==> config.mk <==
export PLATFORM = sky130hd
export DESIGN_NAME = mcpu
export DESIGN_NICKNAME = d
export VERILOG_FILES = /design/src/rtl/mcpu.sv
export SDC_FILE = /design/constraint.sdc
export NUM_CORES = 2
export LEC_CHECK = 0
export ABC_AREA = 1
export CAP_MARGIN = 5
export CELL_PAD_IN_SITES_DETAIL_PLACEMENT = 1
export CELL_PAD_IN_SITES_GLOBAL_PLACEMENT = 1
export CORE_ASPECT_RATIO = 0.75
export CORE_MARGIN = 5
export CORE_UTILIZATION = 40
export DETAILED_ROUTE_END_ITERATION = 10
export PLACE_DENSITY = 0.83
export SLEW_MARGIN = 40
export SYNTH_ARGS = -nofsm -noshare
export SYNTH_HDL_FRONTEND = slang
export SYNTH_SLANG_ARGS = --single-unit
==> constraint.sdc <==
create_clock -name clk -period 6.45 [get_ports clk]
set_input_delay 1.935 -clock clk [delete_from_list [all_inputs] [get_ports clk]]
set_output_delay 1.935 -clock clk [all_outputs]
set_load 0.005 [all_outputs]
==> src/rtl/mcpu.sv <==
// Multi-cycle RV32I/RV32E core with a single valid/ready memory port.
// One instruction in flight: fetch, wait, execute, then optional data request/response.
module mcpu #(
    parameter logic [31:0] RESET_PC = 32'h8000_0000,
    parameter int          NREGS    = 32
) (
    input  logic        clk,
    input  logic        rst,
    output logic        mem_req_valid,
    input  logic        mem_req_ready,
    output logic [31:0] mem_addr,
    output logic        mem_we,
    output logic [3:0]  mem_wstrb,
    output logic [31:0] mem_wdata,
    input  logic        mem_rsp_valid,
    input  logic [31:0] mem_rsp_rdata,
    output logic [31:0] pc,
    output logic        retire,
    output logic        halted,
    output logic        trap
);

    localparam int RW = (NREGS == 16) ? 4 : 5;

    localparam logic [6:0] OPC_LUI    = 7'b0110111;
    localparam logic [6:0] OPC_AUIPC  = 7'b0010111;
    localparam logic [6:0] OPC_JAL    = 7'b1101111;
    localparam logic [6:0] OPC_JALR   = 7'b1100111;
    localparam logic [6:0] OPC_BRANCH = 7'b1100011;
    localparam logic [6:0] OPC_LOAD   = 7'b0000011;
    localparam logic [6:0] OPC_STORE  = 7'b0100011;
    localparam logic [6:0] OPC_OPIMM  = 7'b0010011;
    localparam logic [6:0] OPC_OP     = 7'b0110011;
    localparam logic [6:0] OPC_FENCE  = 7'b0001111;

    typedef enum logic [2:0] {FETCH, IWAIT, EXEC, MREQ, MWAIT, STOP} state_t;

    state_t      state_q;
    logic [31:0] pc_q, instr_q, addr_q, wdata_q;
    logic        valid_q, we_q, retire_q, halted_q, trap_q;
    logic [3:0]  wstrb_q;
    logic [31:0] rf_q [NREGS];

    logic [6:0]  opcode, f7;
    logic [4:0]  rd, rs1, rs2;
    logic [2:0]  f3;
    logic [31:0] imm_i, imm_s, imm_b, imm_u, imm_j;
    logic [31:0] rs1_v, rs2_v, pc4;

    assign opcode = instr_q[6:0];
    assign rd     = instr_q[11:7];
    assign f3     = instr_q[14:12];
    assign rs1    = instr_q[19:15];
    assign rs2    = instr_q[24:20];
    assign f7     = instr_q[31:25];

    assign imm_i = {{20{instr_q[31]}}, instr_q[31:20]};
    assign imm_s = {{20{instr_q[31]}}, instr_q[31:25], instr_q[11:7]};
    assign imm_b = {{19{instr_q[31]}}, instr_q[31], instr_q[7], instr_q[30:25], instr_q[11:8], 1'b0};
    assign imm_u = {instr_q[31:12], 12'b0};
    assign imm_j = {{11{instr_q[31]}}, instr_q[31], instr_q[19:12], instr_q[20], instr_q[30:21], 1'b0};

    assign rs1_v = (rs1 == 5'd0) ? 32'd0 : rf_q[rs1[RW-1:0]];
    assign rs2_v = (rs2 == 5'd0) ? 32'd0 : rf_q[rs2[RW-1:0]];
    assign pc4   = pc_q + 32'd4;

    logic [31:0] alu_b, alu_res;
    logic        alu_alt, br_taken;

    assign alu_b   = (opcode == OPC_OP) ? rs2_v : imm_i;
    assign alu_alt = f7[5] && ((opcode == OPC_OP) || (f3 == 3'b101));

    always_comb begin
        alu_res = 32'd0;
        case (f3)
            3'b000: alu_res = (opcode == OPC_OP && f7[5]) ? rs1_v - alu_b : rs1_v + alu_b;
            3'b001: alu_res = rs1_v << alu_b[4:0];
            3'b010: alu_res = {31'b0, $signed(rs1_v) < $signed(alu_b)};
            3'b011: alu_res = {31'b0, rs1_v < alu_b};
            3'b100: alu_res = rs1_v ^ alu_b;
            3'b101: alu_res = alu_alt ? $unsigned($signed(rs1_v) >>> alu_b[4:0]) : rs1_v >> alu_b[4:0];
            3'b110: alu_res = rs1_v | alu_b;
            3'b111: alu_res = rs1_v & alu_b;
            default: alu_res = 32'd0;
        endcase
    end

    always_comb begin
        br_taken = 1'b0;
        case (f3)
            3'b000: br_taken = (rs1_v == rs2_v);
            3'b001: br_taken = (rs1_v != rs2_v);
            3'b100: br_taken = ($signed(rs1_v) < $signed(rs2_v));
            3'b101: br_taken = ($signed(rs1_v) >= $signed(rs2_v));
            3'b110: br_taken = (rs1_v < rs2_v);
            3'b111: br_taken = (rs1_v >= rs2_v);
            default: br_taken = 1'b0;
        endcase
    end

    logic        illegal, is_ebreak, is_load, is_store, wb_en, jump;
    logic        use_rs1, use_rs2, use_rd;
    logic [31:0] wb_val, target;

    assign is_ebreak = (instr_q == 32'h0010_0073);

    // Everything not explicitly decoded here (including ebreak/ecall) stays illegal.
    always_comb begin
        illegal  = 1'b1;
        use_rs1  = 1'b0;
        use_rs2  = 1'b0;
        use_rd   = 1'b0;
        wb_en    = 1'b0;
        wb_val   = alu_res;
        jump     = 1'b0;
        target   = pc_q + imm_b;
        is_load  = 1'b0;
        is_store = 1'b0;
        case (opcode)
            OPC_LUI: begin
                illegal = 1'b0; use_rd = 1'b1; wb_en = 1'b1; wb_val = imm_u;
            end
            OPC_AUIPC: begin
                illegal = 1'b0; use_rd = 1'b1; wb_en = 1'b1; wb_val = pc_q + imm_u;
            end
            OPC_JAL: begin
                illegal = 1'b0; use_rd = 1'b1; wb_en = 1'b1; wb_val = pc4;
                jump = 1'b1; target = pc_q + imm_j;
            end
            OPC_JALR: begin
                illegal = (f3 != 3'b000); use_rd = 1'b1; use_rs1 = 1'b1;
                wb_en = 1'b1; wb_val = pc4;
                jump = 1'b1; target = (rs1_v + imm_i) & ~32'd1;
            end
            OPC_BRANCH: begin
                illegal = (f3[2:1] == 2'b01); use_rs1 = 1'b1; use_rs2 = 1'b1;
                jump = br_taken;
            end
            OPC_LOAD: begin
                illegal = (f3 == 3'b011) || (f3[2:1] == 2'b11);
                use_rs1 = 1'b1; use_rd = 1'b1; is_load = 1'b1;
            end
            OPC_STORE: begin
                illegal = f3[2] || (f3 == 3'b011);
                use_rs1 = 1'b1; use_rs2 = 1'b1; is_store = 1'b1;
            end
            OPC_OPIMM: begin
                illegal = ((f3 == 3'b001) && (f7 != 7'h00)) ||
                          ((f3 == 3'b101) && (f7 != 7'h00) && (f7 != 7'h20));
                use_rs1 = 1'b1; use_rd = 1'b1; wb_en = 1'b1;
            end
            OPC_OP: begin
                illegal = !((f7 == 7'h00) || ((f7 == 7'h20) && ((f3 == 3'b000) || (f3 == 3'b101))));
                use_rs1 = 1'b1; use_rs2 = 1'b1; use_rd = 1'b1; wb_en = 1'b1;
            end
            OPC_FENCE: begin
                illegal = (f3 != 3'b000);
            end
            default: illegal = 1'b1;
        endcase
        if (NREGS == 16 && ((use_rs1 && rs1[4]) || (use_rs2 && rs2[4]) || (use_rd && rd[4])))
            illegal = 1'b1;
    end

    logic [31:0] ls_addr, st_wdata, ld_data, next_pc;
    logic [3:0]  st_wstrb;
    logic        misaligned, bad_target;
    logic [7:0]  ld_byte;
    logic [15:0] ld_half;

    assign ls_addr    = rs1_v + (is_store ? imm_s : imm_i);
    assign misaligned = ((f3[1:0] == 2'b01) && ls_addr[0]) ||
                        ((f3[1:0] == 2'b10) && (ls_addr[1:0] != 2'b00));
    assign next_pc    = jump ? target : pc4;
    assign bad_target = jump && target[1];

    always_comb begin
        st_wdata = rs2_v;
        st_wstrb = 4'b1111;
        case (f3[1:0])
            2'b00: begin
                st_wdata = {4{rs2_v[7:0]}};
                st_wstrb = 4'b0001 << ls_addr[1:0];
            end
            2'b01: begin
                st_wdata = {2{rs2_v[15:0]}};
                st_wstrb = ls_addr[1] ? 4'b1100 : 4'b0011;
            end
            default: begin
                st_wdata = rs2_v;
                st_wstrb = 4'b1111;
            end
        endcase
    end

    // The load address stays in addr_q after acceptance, so its low bits pick the lane.
    always_comb begin
        ld_byte = 8'd0;
        case (addr_q[1:0])
            2'b00: ld_byte = mem_rsp_rdata[7:0];
            2'b01: ld_byte = mem_rsp_rdata[15:8];
            2'b10: ld_byte = mem_rsp_rdata[23:16];
            default: ld_byte = mem_rsp_rdata[31:24];
        endcase
        ld_half = addr_q[1] ? mem_rsp_rdata[31:16] : mem_rsp_rdata[15:0];
        case (f3)
            3'b000: ld_data = {{24{ld_byte[7]}}, ld_byte};
            3'b001: ld_data = {{16{ld_half[15]}}, ld_half};
            3'b100: ld_data = {24'd0, ld_byte};
            3'b101: ld_data = {16'd0, ld_half};
            default: ld_data = mem_rsp_rdata;
        endcase
    end

    logic        rf_we;
    logic [31:0] rf_wdata;

    assign rf_we = (rd != 5'd0) &&
                   (((state_q == EXEC) && wb_en && !illegal && !bad_target) ||
                    ((state_q == MWAIT) && mem_rsp_valid));
    assign rf_wdata = (state_q == MWAIT) ? ld_data : wb_val;

    always_ff @(posedge clk) begin
        if (rf_we)
            rf_q[rd[RW-1:0]] <= rf_wdata;
    end

    always_ff @(posedge clk or negedge rst) begin
        if (!rst) begin
            state_q  <= FETCH;
            pc_q     <= RESET_PC;
            instr_q  <= 32'd0;
            addr_q   <= RESET_PC;
            wdata_q  <= 32'd0;
            wstrb_q  <= 4'd0;
            valid_q  <= 1'b0;
            we_q     <= 1'b0;
            retire_q <= 1'b0;
            halted_q <= 1'b0;
            trap_q   <= 1'b0;
        end else begin
            retire_q <= 1'b0;
            case (state_q)
                FETCH: begin
                    if (!valid_q) begin
                        valid_q <= 1'b1;
                        addr_q  <= pc_q;
                    end else if (mem_req_ready) begin
                        valid_q <= 1'b0;
                        state_q <= IWAIT;
                    end
                end
                IWAIT: begin
                    if (mem_rsp_valid) begin
                        instr_q <= mem_rsp_rdata;
                        state_q <= EXEC;
                    end
                end
                EXEC: begin
                    if (illegal) begin
                        state_q  <= STOP;
                        halted_q <= 1'b1;
                        trap_q   <= !is_ebreak;
                    end else if ((is_load || is_store) && misaligned) begin
                        state_q  <= STOP;
                        halted_q <= 1'b1;
                        trap_q   <= 1'b1;
                    end else if (is_load || is_store) begin
                        state_q <= MREQ;
                        valid_q <= 1'b1;
                        addr_q  <= ls_addr;
                        we_q    <= is_store;
                        wstrb_q <= is_store ? st_wstrb : 4'd0;
                        wdata_q <= is_store ? st_wdata : 32'd0;
                    end else if (bad_target) begin
                        state_q  <= STOP;
                        halted_q <= 1'b1;
                        trap_q   <= 1'b1;
                    end else begin
                        pc_q     <= next_pc;
                        addr_q   <= next_pc;
                        valid_q  <= 1'b1;
                        retire_q <= 1'b1;
                        state_q  <= FETCH;
                    end
                end
                MREQ: begin
                    if (mem_req_ready) begin
                        we_q    <= 1'b0;
                        wstrb_q <= 4'd0;
                        if (we_q) begin
                            pc_q     <= pc4;
                            addr_q   <= pc4;
                            retire_q <= 1'b1;
                            state_q  <= FETCH;
                        end else begin
                            valid_q <= 1'b0;
                            state_q <= MWAIT;
                        end
                    end
                end
                MWAIT: begin
                    if (mem_rsp_valid) begin
                        pc_q     <= pc4;
                        addr_q   <= pc4;
                        valid_q  <= 1'b1;
                        retire_q <= 1'b1;
                        state_q  <= FETCH;
                    end
                end
                STOP: begin
                    valid_q  <= 1'b0;
                    halted_q <= 1'b1;
                end
                default: state_q <= STOP;
            endcase
        end
    end

    assign mem_req_valid = valid_q;
    assign mem_addr      = addr_q;
    assign mem_we        = we_q;
    assign mem_wstrb     = wstrb_q;
    assign mem_wdata     = wdata_q;
    assign pc            = pc_q;
    assign retire        = retire_q;
    assign halted        = halted_q;
    assign trap          = trap_q;

endmodule

Word level (Yosys, flattened, before mapping)
Memory sizes are Yosys's and may differ from the RTL's. Index checks and enable logic that the tools add are counted.

Register bits: 140. Bits in writable memories: 1024. Bits of input ports: 36. Output and inout bits: 105. Logic and storage cells: 229. Memories kept: 1.

Memory list: rf_q (words 32, width 32, read ports 2, clocked after Yosys merged registers in 0, write ports 1, line 42) `logic [31:0] rf_q [NREGS];`.

Add/subtract/negate cells: 8. Order comparisons: 6. Equality and inequality tests: 50. Shifts and indexed selects: 4. Multiplexer cells: 85. Bitwise gates (word level): 6. Reduce and logical (&&, ||, !) cells: 58.

Operators by type and width (number): $mux W32 (19); $pmux W32 S4 (2); $pmux W32 S8 (1); $add A32 B32 Y32 (6); $pmux W32 S3 (2); $lt A32 B32 Y1 (4); $pmux W32 S2 (2); $ge A32 B32 Y1 (2); $add A32 B3 Y32 const B (1); $and A32 B32 Y32 (1); $eq A32 B21 Y1 const B (1); $eq A32 B32 Y1 (1); $ne A32 B32 Y1 (1); $or A32 B32 Y32 (1); $shl A32 B5 Y32 (1); $shr A32 B5 Y32 (1); $sshr A32 B5 Y32 (1); $sub A32 B32 Y32 (1); $xor A32 B32 Y32 (1); $mux W1 (30); $mux W3 (10); $eq A7 B6 Y1 const B (4); $mux W4 (6); $ne A2 B2 Y1 const B (12); other kinds (47) (106).

Depth between registers and ports, before layout
Depth in word-level cells: 13. Mapped depth: 39. Depth with buffers taken out: 34.

Worst setup path after synthesis
OpenSTA, ideal clock, no wires.

Path kind: register to register. Start point: register instr_q[20]. End point: memory rf_q[24][0] (enable). Library setup time: 0.461 ns. Arrival time: 6.216 ns. Required time: 5.989 ns. Path slack: -0.227 ns. Stages on the path, launching flop included: 34. Path buffers: 8. Period minus slack after synthesis: 6.677 ns. Path through: dfrtp_1 -> buf_6 -> buf_6 -> buf_6 -> buf_6 -> buf_6 -> buf_6 -> buf_4 -> buf_2 -> o21ai_0 -> a21oi_1 -> o41ai_1 -> nand2_1 -> inv_1 -> ha_1 -> nand2_1 -> inv_1 -> o21ai_0 -> nand2_1 -> nand2_1 -> o211ai_1 -> nor2_1 -> nand2_1 -> nand2_1 -> nand3_1 -> nand2_1 -> nand3_1 -> nand2_1 -> nand2_1 -> nand2_1 -> nand2_1 -> o21ai_2 -> nand2_1 -> nor3_1.

Cells in the longest elaborated chain, start to end: 12. Elaborated cells between the ends (all ways): 20. Classes of those cells: 1 x add/sub; 4 x order compare; 2 x eq/ne; 6 x mux; 6 x reduce/logical; 1 x memory.

RTL lines: start, declared (line 39) `logic [31:0] pc_q, instr_q, addr_q, wdata_q;`; start signal, assigned (line 255) `instr_q <= mem_rsp_rdata;`; $mem_v2 Z32 W32 / $logic_not A5 Y1 (equally long branches); $mux W32 (line 64) `assign rs2_v = (rs2 == 5'd0) ? 32'd0 : rf_q[rs2[RW-1:0]];`; $ge A32 B32 Y1, or another cell as far along (line 96) `3'b111: br_taken = (rs1_v >= rs2_v);`; $pmux W1 S6 (line 90) `case (f3)`; $pmux W1 S2 (line 119) `case (opcode)`; $logic_and A1 B1 Y1 (*) (line 175) `assign bad_target = jump && target[1];`; $logic_not A1 Y1 (*) (line 219) `(((state_q == EXEC) && wb_en && !illegal && !bad_target) ||`; $logic_and A1 B1 Y1 (*) (line 219); $logic_or A1 B1 Y1 (*) (line 219); $logic_and A1 B1 Y1 (*) (line 218) `assign rf_we = (rd != 5'd0) &&`; $mux W1 (*) (line 224) `if (rf_we)`; $mux W1 (implied by the code) (*) (line 225) `rf_q[rd[RW-1:0]] <= rf_wdata;`; end, declared (line 42).

Mark *: on every way between the ends. The rest lies on a longest branch, timed or not.

Worst setup path after layout
Start point: register instr_q[20]. End point: memory rf_q[26][26] (data pin).

Cells in the longest elaborated chain, start to end: 8. Elaborated cells between the ends (all ways): 18. Classes of those cells: 3 x add/sub; 3 x shift; 7 x mux; 3 x bitwise; 1 x reduce/logical; 1 x memory.

RTL lines: $mem_v2 Z32 W32 / $logic_not A5 Y1 (equally long branches); $mux W32 (line 64); $mux W32 (line 70) `assign alu_b = (opcode == OPC_OP) ? rs2_v : imm_i;`; $add A32 B32 Y32, or another cell as far along (line 76) `3'b000: alu_res = (opcode == OPC_OP && f7[5]) ? rs1_v - alu_b : rs1_v + alu_b;`; $mux W32, on equally long branches (line 76, 81); $pmux W32 S8 (line 75) `case (f3)`; $pmux W32 S3 (*) (line 119); $mux W32 (*) (line 221) `assign rf_wdata = (state_q == MWAIT) ? ld_data : wb_val;`; net rf_wdata[26] (line 216) `logic [31:0] rf_wdata;`.

Mark *: on every way through the listed nets, which the timed path passes. The rest lies on a longest branch.

==> results_dict.tcl <==
set metrics [dict create \
    syn_area_mm2 0.07522 \
    skew_ns 0.1095 \
    async_flop_share_pct 12.03 \
    dp_slack_ns -0.2019 \
    slew_violations 0 \
    cts_made_buffers 120 \
    report.final.hold_viol_count 0 \
    layout_commonest_cell "nand2_1" \
    num_vias 81616 \
    fmax_mhz 154.2 \
    cts_tree "built" \
    die_x_um 510.7 \
    fin_crit_ns 6.486 \
    startpoint_type "flip-flop" \
    dieArea_mm2 0.1969 \
    die_y_um 385.5 \
    clk_latency_ns 0.84 \
    htreeDepth 3 \
    wirelength_mm 434.7 \
    setup_viol 24 \
    status "finished, violations left" \
    r2r_cells 27 \
    yosysSeqAreaShare_pct 45.54 \
    drt-wirelength-per-cell_um 34.97 \
    grt_max_degree 109 \
    drc 0 \
    hpwlAfterDp_mm 307.1 \
    ant_nets 0 \
    cp.required_ns 6.95 \
    initial_core_util_pct 40.33 \
    first_pass_iters 8 \
    portBuffers 140 \
    cts-root-buf "clkbuf_16" \
    max_cap_violations 0 \
    tns_ns -0.1256 \
    overflow 0 \
    crit_arrival_ns 6.99 \
    final_cell_mix "2,027 x nand2_1, 1,024 x edfxtp_1, 920 x o21ai_0, 887 x nand3_1, 881 x inv_1" \
    relSlewSlack_pct 28.96 \
    synth.distinct_cells 77 \
    viasPerCell 6.565 \
    violations "setup timing" \
    final_layout_size_suffix_gt1_share_pct 10.75 \
    critPathMaxFanout 32 \
    syn_inst 9444 \
    fin_nets 10076 \
    ys.flop_type "edfxtp_1" \
    fin_cells 12432 \
    drtIter0Drc 13004 \
    areaGrowthSynthToFinish_pct 17.87 \
    cp-end-kind "flip-flop" \
    cts.sinks 1164 \
    synth_warnings 0 \
    setup_ws_ns -0.03579 \
    grt.total_usage_pct 41.97 \
    ys_ff_latch 1164 \
    num_rows 137 \
    fin_hold_ws_ns 0.4927 \
    worst_pin_slew_ns 1.052 \
    syn_avg_cell_area_um2 7.965 \
    grt_pass1_vias 79244 \
    pin_count 141 \
    synth_edf_count 1024 \
    cts_buffer_depth 3 \
    antenna_found_initial 34 \
    grt_pass1_wl_mm 599.6 \
    criticalPathCategory "flip-flop to flip-flop" \
    gp_congestion 1.075 \
    core_area_mm2 0.1865 \
    min_path_cells 2 \
    post-route-period-util_pct 100.6 \
    min_path_type "flip-flop to flip-flop" \
    dp_cells 12171 \
    clkSlewWorstSetupHoldPaths_ns 0.07 \
]
[layer usage]
metal | share of wire [%] | up-vias | GRT usage (%)
met5 | 0.027 | - | 0
met4 | 5.6 | 18 | 19.81
met3 | 13 | 1263 | 11.70
met2 | 41 | 6157 | 60.68
met1 | 40 | 40645 | 58.05
li1 | - | 33533 | -
[cell type report]
| class | count | area (µm²) |
|---|---|---|
| fillers | 22365 | 97840 |
| multi-input cells | 6805 | 35270 |
| flip-flops and latches | 1164 | 34280 |
| repair buffers | 802 | 8559 |
| inverters | 927 | 3532 |
| clock buffers | 148 | 3169 |
| well taps | 2502 | 3131 |
| clock inverters | 67 | 670.6 |
| diodes | 17 | 42.54 |
[final timing paths]
| path | startpoint | end | slack, ns |
|---|---|---|---|
| max in group asynchronous | rst | instr_q[13] | 4.31 |
| min | mem_addr[2] | mem_addr[2] | 0.49 |
| min reg2reg | mem_addr[2] | mem_addr[2] | 0.49 |
| min in group asynchronous | rst | mem_addr[3] | 1.14 |
| max | instr_q[20] | rf_q[26][26] | -0.04 |
| max reg2reg | instr_q[20] | rf_q[26][26] | -0.04 |
[synthesized netlist by cell type, drive strengths merged, types with 3 or more instances]
master / n / share of area, %
nand2: 2053 / 10
edfxtp: 1024 / 41
o21ai: 996 / 6.7
inv: 921 / 4.6
nand3: 896 / 6.0
a21oi: 852 / 5.7
nor2: 800 / 4.1
buf: 361 / 2.7
o211ai: 279 / 2.8
clkbuf: 218 / 1.1
ha: 214 / 3.6
dfrtp: 138 / 4.6
a22oi: 98 / 0.98
o221ai: 82 / 0.95
nand4: 56 / 0.47
nor3: 52 / 0.37
a31oi: 48 / 0.40
xor2: 47 / 0.55
or2: 38 / 0.32
o22ai: 36 / 0.30
a221oi: 34 / 0.40
nor4: 23 / 0.21
nand3b: 19 / 0.19
o21bai: 17 / 0.17
o2111ai: 15 / 0.17
o21a: 15 / 0.15
a21boi: 13 / 0.13
o31ai: 13 / 0.14
a21o: 10 / 0.10
xnor2: 8 / 0.093
a41oi: 7 / 0.082
o311ai: 7 / 0.091
a211oi: 6 / 0.060
clkinv: 6 / 0.030
fa: 6 / 0.16
mux2: 6 / 0.090
a32o: 5 / 0.067
nor3b: 4 / 0.040
o41ai: 4 / 0.047
a31o: 3 / 0.035
and2: 3 / 0.025
[state kept, by name (all words and copies together), names as in the netlist]
| register | flops |
|---|---|
| halted | 1 |
| instr_q | 32 |
| mem_addr | 32 |
| mem_req_valid | 1 |
| mem_wdata | 32 |
| mem_we | 1 |
| mem_wstrb | 4 |
| pc | 32 |
| retire | 1 |
| rf_q | 1024 |
| state_q | 3 |
| trap | 1 |
[critical path, stage by stage (launching register included)]
cell and delay [ns]:
dfrtp_4 0.54, nor2_8 0.09, buf_12 0.18, buf_4 0.25
a21oi_1 0.18, o21ai_0 0.11, o221ai_1 0.24, nand2_1 0.21
o311ai_2 0.32, buf_4 0.31, o21ai_0 0.11, buf_4 0.19
ha_1 0.36, inv_1 0.06, a21oi_1 0.29, o21ai_0 0.26
a31oi_1 0.38, nand3_1 0.32, nand2_1 0.13, o211ai_1 0.10
or2_2 0.31, a21oi_1 0.20, o21ai_2 0.14, nand3b_1 0.21
buf_4 0.18, nand2_1 0.10, nand2_1 0.12, buf_12 0.18
[stage by stage]
stage	utilization [%]	instance area, µm²
2_1_floorplan	-	75330
3_3_place_gp	45.07	84050
3_5_place_dp	45.08	84080
4_1_cts	47.17	87980
5_1_grt	47.51	88610
6_report	47.54	88660
[cell families (layout without fill, tap and decap cells)]
family | count (synthesis) | count (layout) | synth area share (%)
xor gates and xnor gates | 55 | 55 | 0.6404
buffers and inverters | 1506 | 1944 | 8.415
muxes | 8 | 8 | 0.1164
adders and majority gates | 220 | 220 | 3.719
DFF | 1164 | 1164 | 45.54
AOI/OAI and AO/OA | 2545 | 2545 | 19.47
other | 1 | 49 | 0.004986
and+or+nand+nor | 3945 | 3945 | 22.09
[what timing repair did]
action / in CTS / in global routing
cloned: 1 / 10
pin swaps: 0 / 8
resized for setup: 6 / 69
buffers inserted: 0 / 18
endpoints found under the setup margin: 75 / 1356
hold buffers: 0 / 0
endpoints found under the hold margin: 0 / 0
Power is left out: the tool's default activity adds up to more than one toggle a clock period on the data nets, which glitch-free logic cannot reach.
